<file path="config.mk">
export PLATFORM = sky130hd
export DESIGN_NAME = alu_rx_sequencer
export DESIGN_NICKNAME = d
export VERILOG_FILES = /design/src/rtl/alu_rx_sequencer.sv
export SDC_FILE = /design/constraint.sdc
export NUM_CORES = 1
export LEC_CHECK = 0
export BUFFER_PORTS_ARGS = -buffer_cell sky130_fd_sc_hd__buf_2
export CORE_ASPECT_RATIO = 2
export CORE_UTILIZATION = 28
export CTS_CLUSTER_SIZE = 30
export DETAILED_ROUTE_END_ITERATION = 8
export PLACE_DENSITY = 0.57
export SETUP_SLACK_MARGIN = 0.2
export SYNTH_ARGS = -nofsm -noshare
export SYNTH_HDL_FRONTEND = slang
export SYNTH_SLANG_ARGS = --single-unit
</file>
<file path="constraint.sdc">
create_clock -name i_clk -period 2.8 [get_ports i_clk]
set_input_delay 0.7 -clock i_clk [delete_from_list [all_inputs] [get_ports i_clk]]
set_output_delay 0.7 -clock i_clk [all_outputs]
set_load 0.01 [all_outputs]
</file>
<file path="src/rtl/alu_rx_sequencer.sv">
// Sequences the ALU from a received byte stream: A, B, op in; result out as two bytes, MSB first.
// Every output is registered, so o_tx_valid/o_tx_data never depend combinationally on i_tx_ready.
module alu_rx_sequencer #(
  parameter int NB_OP   = 6,
  parameter int NB_DATA = 8,
  parameter int NB_OUT  = 2*NB_DATA
) (
  input  logic               i_clk,
  input  logic               i_reset,
  input  logic [NB_DATA-1:0] i_rx_data,
  input  logic               i_rx_valid,
  output logic [NB_DATA-1:0] o_alu_data_a,
  output logic [NB_DATA-1:0] o_alu_data_b,
  output logic [NB_OP-1:0]   o_alu_op,
  input  logic [NB_OUT-1:0]  i_alu_result,
  output logic [NB_DATA-1:0] o_tx_data,
  output logic               o_tx_valid,
  input  logic               i_tx_ready,
  output logic               o_busy,
  output logic               o_done,
  output logic               o_overrun
);

  typedef enum logic [2:0] {WAIT_A, WAIT_B, WAIT_OP, EXEC, SEND_HI, SEND_LO} state_t;

  state_t               state_q, state_d;
  logic [NB_DATA-1:0]   a_q, a_d, b_q, b_d, tx_data_q, tx_data_d;
  logic [NB_OP-1:0]     op_q, op_d;
  logic [NB_OUT-1:0]    result_q, result_d;
  logic                 tx_valid_q, tx_valid_d, busy_q, busy_d;
  logic                 done_q, done_d, overrun_q, overrun_d;
  logic                 in_busy_st;

  assign in_busy_st = (state_q == EXEC) || (state_q == SEND_HI) || (state_q == SEND_LO);

  always_ff @(posedge i_clk) begin
    if (!i_reset) state_q <= WAIT_A;
    else          state_q <= state_d;
  end

  always_comb begin
    state_d = state_q;
    case (state_q)
      WAIT_A:  if (i_rx_valid) state_d = WAIT_B;
      WAIT_B:  if (i_rx_valid) state_d = WAIT_OP;
      WAIT_OP: if (i_rx_valid) state_d = EXEC;
      EXEC:    state_d = SEND_HI;
      SEND_HI: if (i_tx_ready) state_d = SEND_LO;
      SEND_LO: if (i_tx_ready) state_d = WAIT_A;
      default: state_d = WAIT_A;
    endcase
  end

  // Outputs are decoded from the next state so they line up with the registered state.
  always_comb begin
    a_d      = a_q;
    b_d      = b_q;
    op_d     = op_q;
    result_d = result_q;
    if (i_rx_valid) begin
      case (state_q)
        WAIT_A:  a_d  = i_rx_data;
        WAIT_B:  b_d  = i_rx_data;
        WAIT_OP: op_d = i_rx_data[NB_OP-1:0];
        default: ;
      endcase
    end
    if (state_q == EXEC) result_d = i_alu_result;
    tx_valid_d = (state_d == SEND_HI) || (state_d == SEND_LO);
    busy_d     = tx_valid_d || (state_d == EXEC);
    tx_data_d  = tx_data_q;
    if (state_d == SEND_HI)      tx_data_d = result_d[NB_OUT-1:NB_DATA];
    else if (state_d == SEND_LO) tx_data_d = result_d[NB_DATA-1:0];
    done_d    = (state_q == SEND_LO) && i_tx_ready;
    overrun_d = i_rx_valid && in_busy_st;
  end

  always_ff @(posedge i_clk) begin
    if (!i_reset) begin
      a_q        <= '0;
      b_q        <= '0;
      op_q       <= '0;
      result_q   <= '0;
      tx_data_q  <= '0;
      tx_valid_q <= 1'b0;
      busy_q     <= 1'b0;
      done_q     <= 1'b0;
      overrun_q  <= 1'b0;
    end else begin
      a_q        <= a_d;
      b_q        <= b_d;
      op_q       <= op_d;
      result_q   <= result_d;
      tx_data_q  <= tx_data_d;
      tx_valid_q <= tx_valid_d;
      busy_q     <= busy_d;
      done_q     <= done_d;
      overrun_q  <= overrun_d;
    end
  end

  assign o_alu_data_a = a_q;
  assign o_alu_data_b = b_q;
  assign o_alu_op     = op_q;
  assign o_tx_data    = tx_data_q;
  assign o_tx_valid   = tx_valid_q;
  assign o_busy       = busy_q;
  assign o_done       = done_q;
  assign o_overrun    = overrun_q;

endmodule

</file>
==> load_flow_metrics.sql, run 1 <==
INSERT INTO impl_metrics (metric_group, metric, value, unit) VALUES
('power', 'total_leakage_power', '1.24', 'nW'),
('clock_tree', 'worst_skew_pair.late_latency', '0.29', 'ns'),
('power', 'switching_share', '23.5', '%'),
('detailed_routing', 'num_vias', '1508', ''),
('floorplan', 'start_util', '29.2', '%'),
('detailed_routing', 'initialDrtViolationCount', '89', ''),
('worst_setup_path', 'critical_path.reg2reg.startpoint', 'state_q[0]', ''),
('timing', 'shortest_clock_period_the_worst_path_allows_after_layout', '1.75', 'ns'),
('worst_setup_path', 'end_kind', 'flop', ''),
('status', 'status', 'completed', ''),
('clock_tree', 'cts_resized', '0', ''),
('timing', 'timing.max_slew.rel_slack', '65.1', '%'),
('global_routing', 'number_of_antenna_violations_at_the_first_check_in_global_routing', '0', ''),
('clock_tree', 'number_of_cts_inserted_buffers', '5', ''),
('worst_setup_path', 'worstSetupStartpoint', 'state_q[0]', ''),
('power', 'design_power_total', '0.00153', 'W'),
('synth', 'synth.top_cells.by_area', 'sky130_fd_sc_hd__dfxtp_1 (50%), sky130_fd_sc_hd__mux2i_1 (18%), sky130_fd_sc_hd__nor2b_1 (9.4%)', ''),
('detailed_routing', 'drt-wirelength-per-cell', '12.9', 'um'),
('detailed_routing', 'drt_via_density', '4.41', ''),
('clock_tree', 'ctsHtreeMaxLevel', '2', ''),
('finish', 'fin_area', '0.00261', 'mm^2'),
('clock_tree', 'cts.clk_slew.worst_paths', '0.07', 'ns'),
('synth', 'synth_cell_type_count', '28', ''),
('finish', 'final-instance-count-excl-fill', '342', ''),
('finish', 'area.growth.synth_to_final', '22.9', '%'),
('power', 'combPwrFrac', '9.5', '%'),
('floorplan', 'die-height', '125', 'um'),
('global_routing', 'grt_max_degree', '32', ''),
('clock_tree', 'clock_tree.buffer_depth', '2', ''),
('timing', 'rsz0062_at_grt', 'no', ''),
('global_routing', 'grt.total_usage', '12.1', '%'),
('floorplan', 'die-width', '63.5', 'um'),
('placement', 'io_buffers', '61', ''),
('timing', 'maxClockFrequency', '0.573', 'GHz'),
('synth', 'yosys.area.top_type_share', '50.0', '%'),
('placement', 'cell_area_placed', '0.00246', 'mm^2'),
('power', 'power_per_cell_area', '587', 'mW/mm^2'),
('synth', 'yosysWarnings', '0', ''),
('timing', 'report.final.slew_viol_count', '0', ''),
('timing', 'fin_skew', '0.00302', 'ns'),
('timing', 'final_setup_violations', '0', ''),
('power', 'power.ir.vdd_worst', '0.000265', 'V'),
('worst_setup_path', 'cp.required', '2.99', 'ns'),
('clock_tree', 'clock_tree.root_cell', 'sky130_fd_sc_hd__clkbuf_16', ''),
('worst_hold_path', 'classification_of_the_worst_slack_hold_path', 'flop to flop', ''),
('finish', 'n_antenna_cell', '0', ''),
('detailed_routing', 'routed_wirelength', '4400', 'um'),
('clock_tree', 'clock_sink_count', '53', ''),
('synth', 'yosysSeqAreaShare', '50.0', '%'),
('power', 'p_int', '0.00117', 'W'),
('detailed_routing', 'drt_pass1_iterations', '2', ''),
('synth', 'syn-cell-area', '0.00212', 'mm^2'),
('power', 'share_clk_of_total_power', '39.1', '%'),
('timing', 'finalHoldViolations', '0', ''),
('clock_tree', 'postCtsSetupBuffers', '0', ''),
('clock_tree', 'tritoncts_clock_tree', 'done', ''),
('floorplan', 'num_io_pins', '62', ''),
('synth', 'synth_area_leader_cell', 'sky130_fd_sc_hd__dfxtp_1', ''),
('floorplan', 'fp-row-count', '44', ''),
('global_routing', 'number_of_global_route_vias_before_repair', '1511', ''),
('timing', 'hold_ws', '0.450', 'ns'),
('worst_setup_path', 'timing.critical_path.fanout_max', '8', ''),
('placement', 'gp_congestion', '0.665', ''),
('worst_setup_path', 'worstSetupStartpointType', 'flop', ''),
('worst_setup_path', 'path_type_of_the_worst_setup_path', 'flop to flop', ''),
('timing', 'worstMarginPinSlew', '0.523', 'ns'),
('synth', 'yosys_register_bits', '53', ''),
('floorplan', 'dieArea', '0.00795', 'mm^2'),
('global_routing', 'grt_overflow_total', '0', ''),
('timing', 'setup_total_negative_slack', '0', 'ns'),
('worst_hold_path', 'min_from', 'o_alu_data_a[5]', '');
[worst max-delay path: stages (launching register included)]
cell                      delay [ns]
sky130_fd_sc_hd__dfxtp_1        0.47
sky130_fd_sc_hd__nor2b_1        0.31
sky130_fd_sc_hd__and3b_1        0.54
sky130_fd_sc_hd__mux2i_1        0.26
sky130_fd_sc_hd__nor2b_1        0.06
[layout by cell type, fill, tap and decap left out]
cell type / instances
sky130_fd_sc_hd__and2b_1: 2
sky130_fd_sc_hd__a21o_1: 1
sky130_fd_sc_hd__nor3b_2: 1
sky130_fd_sc_hd__nand2b_1: 2
sky130_fd_sc_hd__clkinvlp_4: 1
sky130_fd_sc_hd__a21boi_1: 9
sky130_fd_sc_hd__dfxtp_1: 53
sky130_fd_sc_hd__a21oi_1: 2
sky130_fd_sc_hd__a22o_1: 8
sky130_fd_sc_hd__a21boi_0: 1
sky130_fd_sc_hd__clkinv_2: 2
sky130_fd_sc_hd__nor4bb_1: 1
sky130_fd_sc_hd__nand2_1: 18
sky130_fd_sc_hd__nor2_1: 2
sky130_fd_sc_hd__nor3b_1: 1
sky130_fd_sc_hd__and3_1: 1
sky130_fd_sc_hd__mux2i_1: 39
sky130_fd_sc_hd__clkbuf_16: 5
sky130_fd_sc_hd__and4_1: 1
sky130_fd_sc_hd__buf_4: 2
sky130_fd_sc_hd__buf_2: 61
sky130_fd_sc_hd__and2_1: 1
sky130_fd_sc_hd__nor2b_1: 32
sky130_fd_sc_hd__nand3b_4: 1
sky130_fd_sc_hd__a211oi_2: 1
sky130_fd_sc_hd__a21boi_4: 1
sky130_fd_sc_hd__and3b_1: 1
[kinds of logic (layout without fill, tap and decap cells)]
group / Yosys count / count (layout) / synth area share [%]
buffers and inverters: 14 / 71 / 4.60
DFF: 53 / 53 / 50.0
muxes: 39 / 39 / 18.4
AOI/OAI and AO/OA: 23 / 23 / 8.91
and+or+nand+nor: 64 / 64 / 18.1
[flip-flops by register name (all words and copies together) (netlist names)]
name,cells
o_alu_data_a,8
o_alu_data_b,8
o_alu_op,6
o_busy,1
o_done,1
o_overrun,1
o_tx_data,8
o_tx_valid,1
result_q,16
state_q,3
[cells in the mapped netlist, drive strengths merged]
cell type and count:
and3 1, nor3b 2, buf 6, nor2 2, and4 1, dfxtp 53, a21boi 11, a22o 8
nand2b 2, nor4bb 1, and2 1, mux2i 39, and2b 2, a21oi 2, a21o 1, nor2b 32
a211oi 1, and3b 1, clkbuf 8, nand3b 1, nand2 18
[power by group through the flow]
stage	Clock (W)	Sequential, W	Combinational [W]
CTS	0.000624	0.000787	0.000149
global placement	0	0.000804	0.000147
global route	0.000648	0.000790	0.000161
detailed placement	0	0.000805	0.000149
floorplan	0	0.000811	0.0000894
finish	0.000599	0.000787	0.000145
[path summary, 6_finish.rpt]
path / cells after the start / slack [ns] / to
worst min-delay path: 2 / 0.45 / o_alu_data_a[5]
worst max register to register: 4 / 1.05 / o_alu_data_b[1]
worst min register to register: 2 / 0.45 / o_alu_data_a[5]
worst max-delay path: 4 / 1.05 / o_alu_data_b[1]
[cell type report]
type,count,area (um^2),share of cell area [%]
clock inverter,3,17.5,0.672
timing repair buffer,63,320,12.3
sequential,53,1060,40.7
multi-input combinational,126,967,37.1
clock buffer,5,125,4.80
tap,92,115,4.42
[routing by layer]
layer	track usage [%]	wire length (um)
met3	3.28	185
met5	0	0
met4	6.42	110
met1	12.2	1760
met2	21.8	2350
[stage by stage]
stage | setup slack [ns] | util (%)
finish | 1.05 | 35.9
floorplan | 1.21 | -
detailed placement | 0.827 | 33.9
global route | 0.898 | 35.9
global placement | 0.883 | 33.9
CTS | 1.03 | 35.9
Note: power is estimated with default switching activity, not from simulation.
==> inputs of run 2 (changes only) <==
--- a/config.mk
+++ b/config.mk
@@ -5,12 +5,13 @@
 export SDC_FILE = /design/constraint.sdc
 export NUM_CORES = 1
 export LEC_CHECK = 0
+export ABC_AREA = 1
 export BUFFER_PORTS_ARGS = -buffer_cell sky130_fd_sc_hd__buf_2
 export CORE_ASPECT_RATIO = 2
 export CORE_UTILIZATION = 28
 export CTS_CLUSTER_SIZE = 30
 export DETAILED_ROUTE_END_ITERATION = 8
-export PLACE_DENSITY = 0.57
+export PLACE_DENSITY = 0.59
 export SETUP_SLACK_MARGIN = 0.2
 export SYNTH_ARGS = -nofsm -noshare
 export SYNTH_HDL_FRONTEND = slang
==> constraint.sdc (replaced) <==
create_clock -name i_clk -period 1.5 [get_ports i_clk]
set_input_delay 0.375 -clock i_clk [delete_from_list [all_inputs] [get_ports i_clk]]
set_output_delay 0.375 -clock i_clk [all_outputs]
set_load 0.01 [all_outputs]
==> load_flow_metrics.sql, run 2 <==
INSERT INTO impl_metrics (metric_group, metric, value, unit) VALUES
('power', 'power_per_cell_area', '1020', 'mW/mm^2'),
('worst_setup_path', 'cp.required', '1.74', 'ns'),
('worst_setup_path', 'cp_cell_sequence', 'buf_6, nor2_4, nand3_4, nand3_4, nand2_1, nand3_2, nand2_1, inv_1', ''),
('floorplan', 'num_io_pins', '62', ''),
('worst_setup_path', 'timing.critical_path.buf_inv', '2', ''),
('power', 'design_power_total', '0.00310', 'W'),
('global_routing', 'number_of_antenna_violations_at_the_first_check_in_global_routing', '0', ''),
('detailed_routing', 'drt_via_density', '4.68', ''),
('placement', 'detailed_placer_s_ending_hpwl', '4520', 'um'),
('timing', 'worstMarginPinSlew', '0.309', 'ns'),
('finish', 'max_reg_flops', '16', ''),
('power', 'power.ir.vdd_worst', '0.000968', 'V'),
('clock_tree', 'ctsHtreeMaxLevel', '2', ''),
('global_routing', 'grt_overflow_total', '0', ''),
('placement', 'preCtsSetupSlack', '0.0612', 'ns'),
('clock_tree', 'tritoncts_clock_tree', 'done', ''),
('synth', 'yosysSeqAreaShare', '49.6', '%'),
('clock_tree', 'worst_skew_pair.late_latency', '0.29', 'ns'),
('finish', 'n_antenna_cell', '0', ''),
('timing', 'final_setup_violations', '0', ''),
('timing', 'timing.max_slew.rel_slack', '79.4', '%'),
('synth', 'synth_flop_cell', 'sky130_fd_sc_hd__dfxtp_1', ''),
('timing', 'rsz0062_at_grt', 'yes', ''),
('synth', 'synth_cell_type_count', '25', ''),
('clock_tree', 'clock_tree.root_cell', 'sky130_fd_sc_hd__clkbuf_16', ''),
('timing', 'hold_ws', '0.326', 'ns'),
('synth', 'share_of_synthesized_flip_flops_with_an_asynchronous_set_or_reset', '0', '%'),
('timing', 'fin_skew', '0.00573', 'ns'),
('synth', 'syn-cell-area', '0.00214', 'mm^2'),
('worst_setup_path', 'worstSetupStartpointType', 'flop', ''),
('worst_setup_path', 'path_type_of_the_worst_setup_path', 'flop to flop', ''),
('worst_setup_path', 'path_delay_family', 'simple AND/OR/NAND/NOR gates', ''),
('worst_setup_path', 'worstPathArrival', '1.61', 'ns'),
('synth', 'netlist_instances', '286', ''),
('timing', 'report.final.slew_viol_count', '0', ''),
('floorplan', 'die-width', '63.8', 'um'),
('global_routing', 'grt_pass1_wl', '10600', 'um'),
('power', 'switching_share', '26.3', '%'),
('clock_tree', 'clock_sink_count', '53', ''),
('timing', 'finalWorstSetupSlack', '0.133', 'ns'),
('global_routing', 'grt.total_usage', '17.5', '%'),
('timing', 'shortest_clock_period_the_worst_path_allows_after_layout', '1.37', 'ns'),
('finish', 'final-instance-count-excl-fill', '466', ''),
('floorplan', 'start_util', '29.2', '%'),
('synth', 'synth.top_cells.by_area', 'sky130_fd_sc_hd__dfxtp_1 (50%), sky130_fd_sc_hd__nand2_1 (11%), sky130_fd_sc_hd__nor2_1 (10%)', ''),
('synth', 'yosys_register_bits', '53', ''),
('finish', 'area.growth.synth_to_final', '41.6', '%'),
('power', 'share_clk_of_total_power', '36.5', '%'),
('clock_tree', 'cts.clk_slew.worst_paths', '0.07', 'ns'),
('synth', 'yosysWarnings', '0', ''),
('worst_hold_path', 'classification_of_the_worst_slack_hold_path', 'input pin to flop', ''),
('floorplan', 'dieArea', '0.00801', 'mm^2'),
('timing', 'setup_total_negative_slack', '0', 'ns'),
('finish', 'net_count_of_the_finished_layout', '401', ''),
('worst_setup_path', 'end_kind', 'flop', ''),
('power', 'p_int', '0.00228', 'W'),
('finish', 'layout-drive-gt1-share', '36.4', '%'),
('run', 'maxCapViolCount', '0', ''),
('power', 'total_leakage_power', '1.49', 'nW'),
('clock_tree', 'clock_tree.buffer_depth', '2', ''),
('status', 'status', 'completed', ''),
('placement', 'gp_congestion', '0.805', ''),
('synth', 'synth.top_cells.by_count', 'sky130_fd_sc_hd__nand2_1 (63), sky130_fd_sc_hd__nor2_1 (58), sky130_fd_sc_hd__dfxtp_1 (53)', ''),
('clock_tree', 'number_of_cts_inserted_buffers', '5', ''),
('timing', 'finalHoldViolations', '0', ''),
('finish', 'largest_register', 'result_q', ''),
('synth', 'post-synth-top-count-cell', 'sky130_fd_sc_hd__nand2_1', ''),
('power', 'combPwrFrac', '14.8', '%'),
('synth', 'syn-num-nets', '314', ''),
('synth', 'yosys.area.top_type_share', '49.6', '%'),
('detailed_routing', 'num_vias', '2181', ''),
('detailed_routing', 'initialDrtViolationCount', '60', ''),
('timing', 'share_of_the_clock_period_used_by_the_worst_path_after_layout', '91.1', '%'),
('worst_setup_path', 'worst_path_max_delay_cell', 'sky130_fd_sc_hd__dfxtp_4', ''),
('placement', 'place.detailed.instances', '440', ''),
('floorplan', 'core_area', '0.00732', 'mm^2'),
('worst_setup_path', 'critPathMaxStageDelay', '0.37', 'ns'),
('timing', 'maxClockFrequency', '0.732', 'GHz'),
('finish', 'layout_common_cells', 'sky130_fd_sc_hd__buf_2 (62), sky130_fd_sc_hd__nor2_1 (54), sky130_fd_sc_hd__nand2_1 (54)', ''),
('power', 'net_switching', '0.000816', 'W'),
('synth', 'synth_area_leader_cell', 'sky130_fd_sc_hd__dfxtp_1', ''),
('finish', 'final_common_cell', 'sky130_fd_sc_hd__buf_2', ''),
('detailed_routing', 'routed_wirelength', '6760', 'um'),
('worst_setup_path', 'timing.critical_path.fanout_max', '7', ''),
('synth', 'edff_count_synth', '0', ''),
('synth', 'syn-mean-instance-area', '7.47', 'um^2'),
('detailed_routing', 'drt_pass1_iterations', '4', ''),
('detailed_routing', 'drt.antenna.violating_nets', '0', ''),
('floorplan', 'die-height', '126', 'um'),
('global_routing', 'number_of_global_route_vias_before_repair', '2142', ''),
('placement', 'io_buffers', '61', ''),
('detailed_routing', 'drt-wirelength-per-cell', '14.5', 'um'),
('floorplan', 'fp-row-count', '44', ''),
('detailed_routing', 'remaining_drc_errors', '0', ''),
('power', 'seq_power_share', '48.7', '%'),
('global_routing', 'grt_max_degree', '17', '');
run 2: cell types whose count changed after synthesis, moves of 15 or more:
cell | previous run | this run
sky130_fd_sc_hd__o21ai_0 | 0 | 24
sky130_fd_sc_hd__nor2b_1 | 32 | 0
sky130_fd_sc_hd__nand2_1 | 18 | 63
sky130_fd_sc_hd__a21oi_1 | 2 | 17
sky130_fd_sc_hd__nor2_1 | 2 | 58
sky130_fd_sc_hd__nand3_1 | 0 | 20
sky130_fd_sc_hd__mux2i_1 | 39 | 0
sky130_fd_sc_hd__inv_1 | 0 | 20
run 2: cells by family after synthesis:
logic type / synth area share, %
AND/OR/NAND/NOR: 32.6
flip-flops: 49.6
AO/OA/AOI/OAI: 11.2
buffers and inverters: 6.50
run 2: layer usage:
| layer | up-vias | global-route usage [%] | wire length [um] |
|---|---|---|---|
| li1 | 1084 | - | - |
| met2 | 67 | 32.9 | 3770 |
| met1 | 1009 | 17.5 | 2380 |
| met5 | - | 0 | 0 |
| met4 | 0 | 10.2 | 351 |
| met3 | 21 | 2.46 | 264 |
run 2: final timing paths:
path                 from  cells past startpoint         endpoint  slack (ns)
min          i_rx_data[7]                      3  o_alu_data_a[7]        0.33
max reg2reg    state_q[1]                      8     o_tx_data[6]        0.13
max            state_q[1]                      8     o_tx_data[6]        0.13
min reg2reg   result_q[2]                      2      result_q[2]        0.47
run 2: timing repair:
item,CTS,global route
setup buffers,9,2
cloned,6,1
resized for setup,28,25
pin swaps,11,10
hold buffers,0,0
setup endpoints to repair,25,33
run 2: layout make-up:
type / count / area (um^2)
flip-flops and latches: 53 / 1070
fillers: 784 / 4300
multi-input cells: 206 / 1080
repair inverters: 2 / 13.8
clock buffers: 8 / 136
well taps: 92 / 115
repair buffers: 82 / 495
inverters: 23 / 110
run 2: power by group through the flow:
stage / registers, W / clock network (W) / logic [W]
floorplan: 0.00156 / 0 / 0.000171
global placement: 0.00154 / 0 / 0.000369
detailed placement: 0.00154 / 0 / 0.000370
CTS: 0.00151 / 0.00115 / 0.000428
global route: 0.00152 / 0.00120 / 0.000505
finish: 0.00151 / 0.00113 / 0.000459
run 2: worst register-to-register path: stages (launching register included):
cell and delay (ns):
sky130_fd_sc_hd__dfxtp_4 0.37, sky130_fd_sc_hd__buf_6 0.12, sky130_fd_sc_hd__nor2_4 0.15, sky130_fd_sc_hd__nand3_4 0.21, sky130_fd_sc_hd__nand3_4 0.22, sky130_fd_sc_hd__nand2_1 0.09, sky130_fd_sc_hd__nand3_2 0.07, sky130_fd_sc_hd__nand2_1 0.05
sky130_fd_sc_hd__inv_1 0.04
run 2: per-stage QoR:
stage                     utilization, %  area (um^2)
after floorplan                        -         2140
after global placement              35.4         2590
after detailed placement            35.4         2590
after CTS                           40.1         2940
after global routing                41.3         3030
final                               41.3         3030
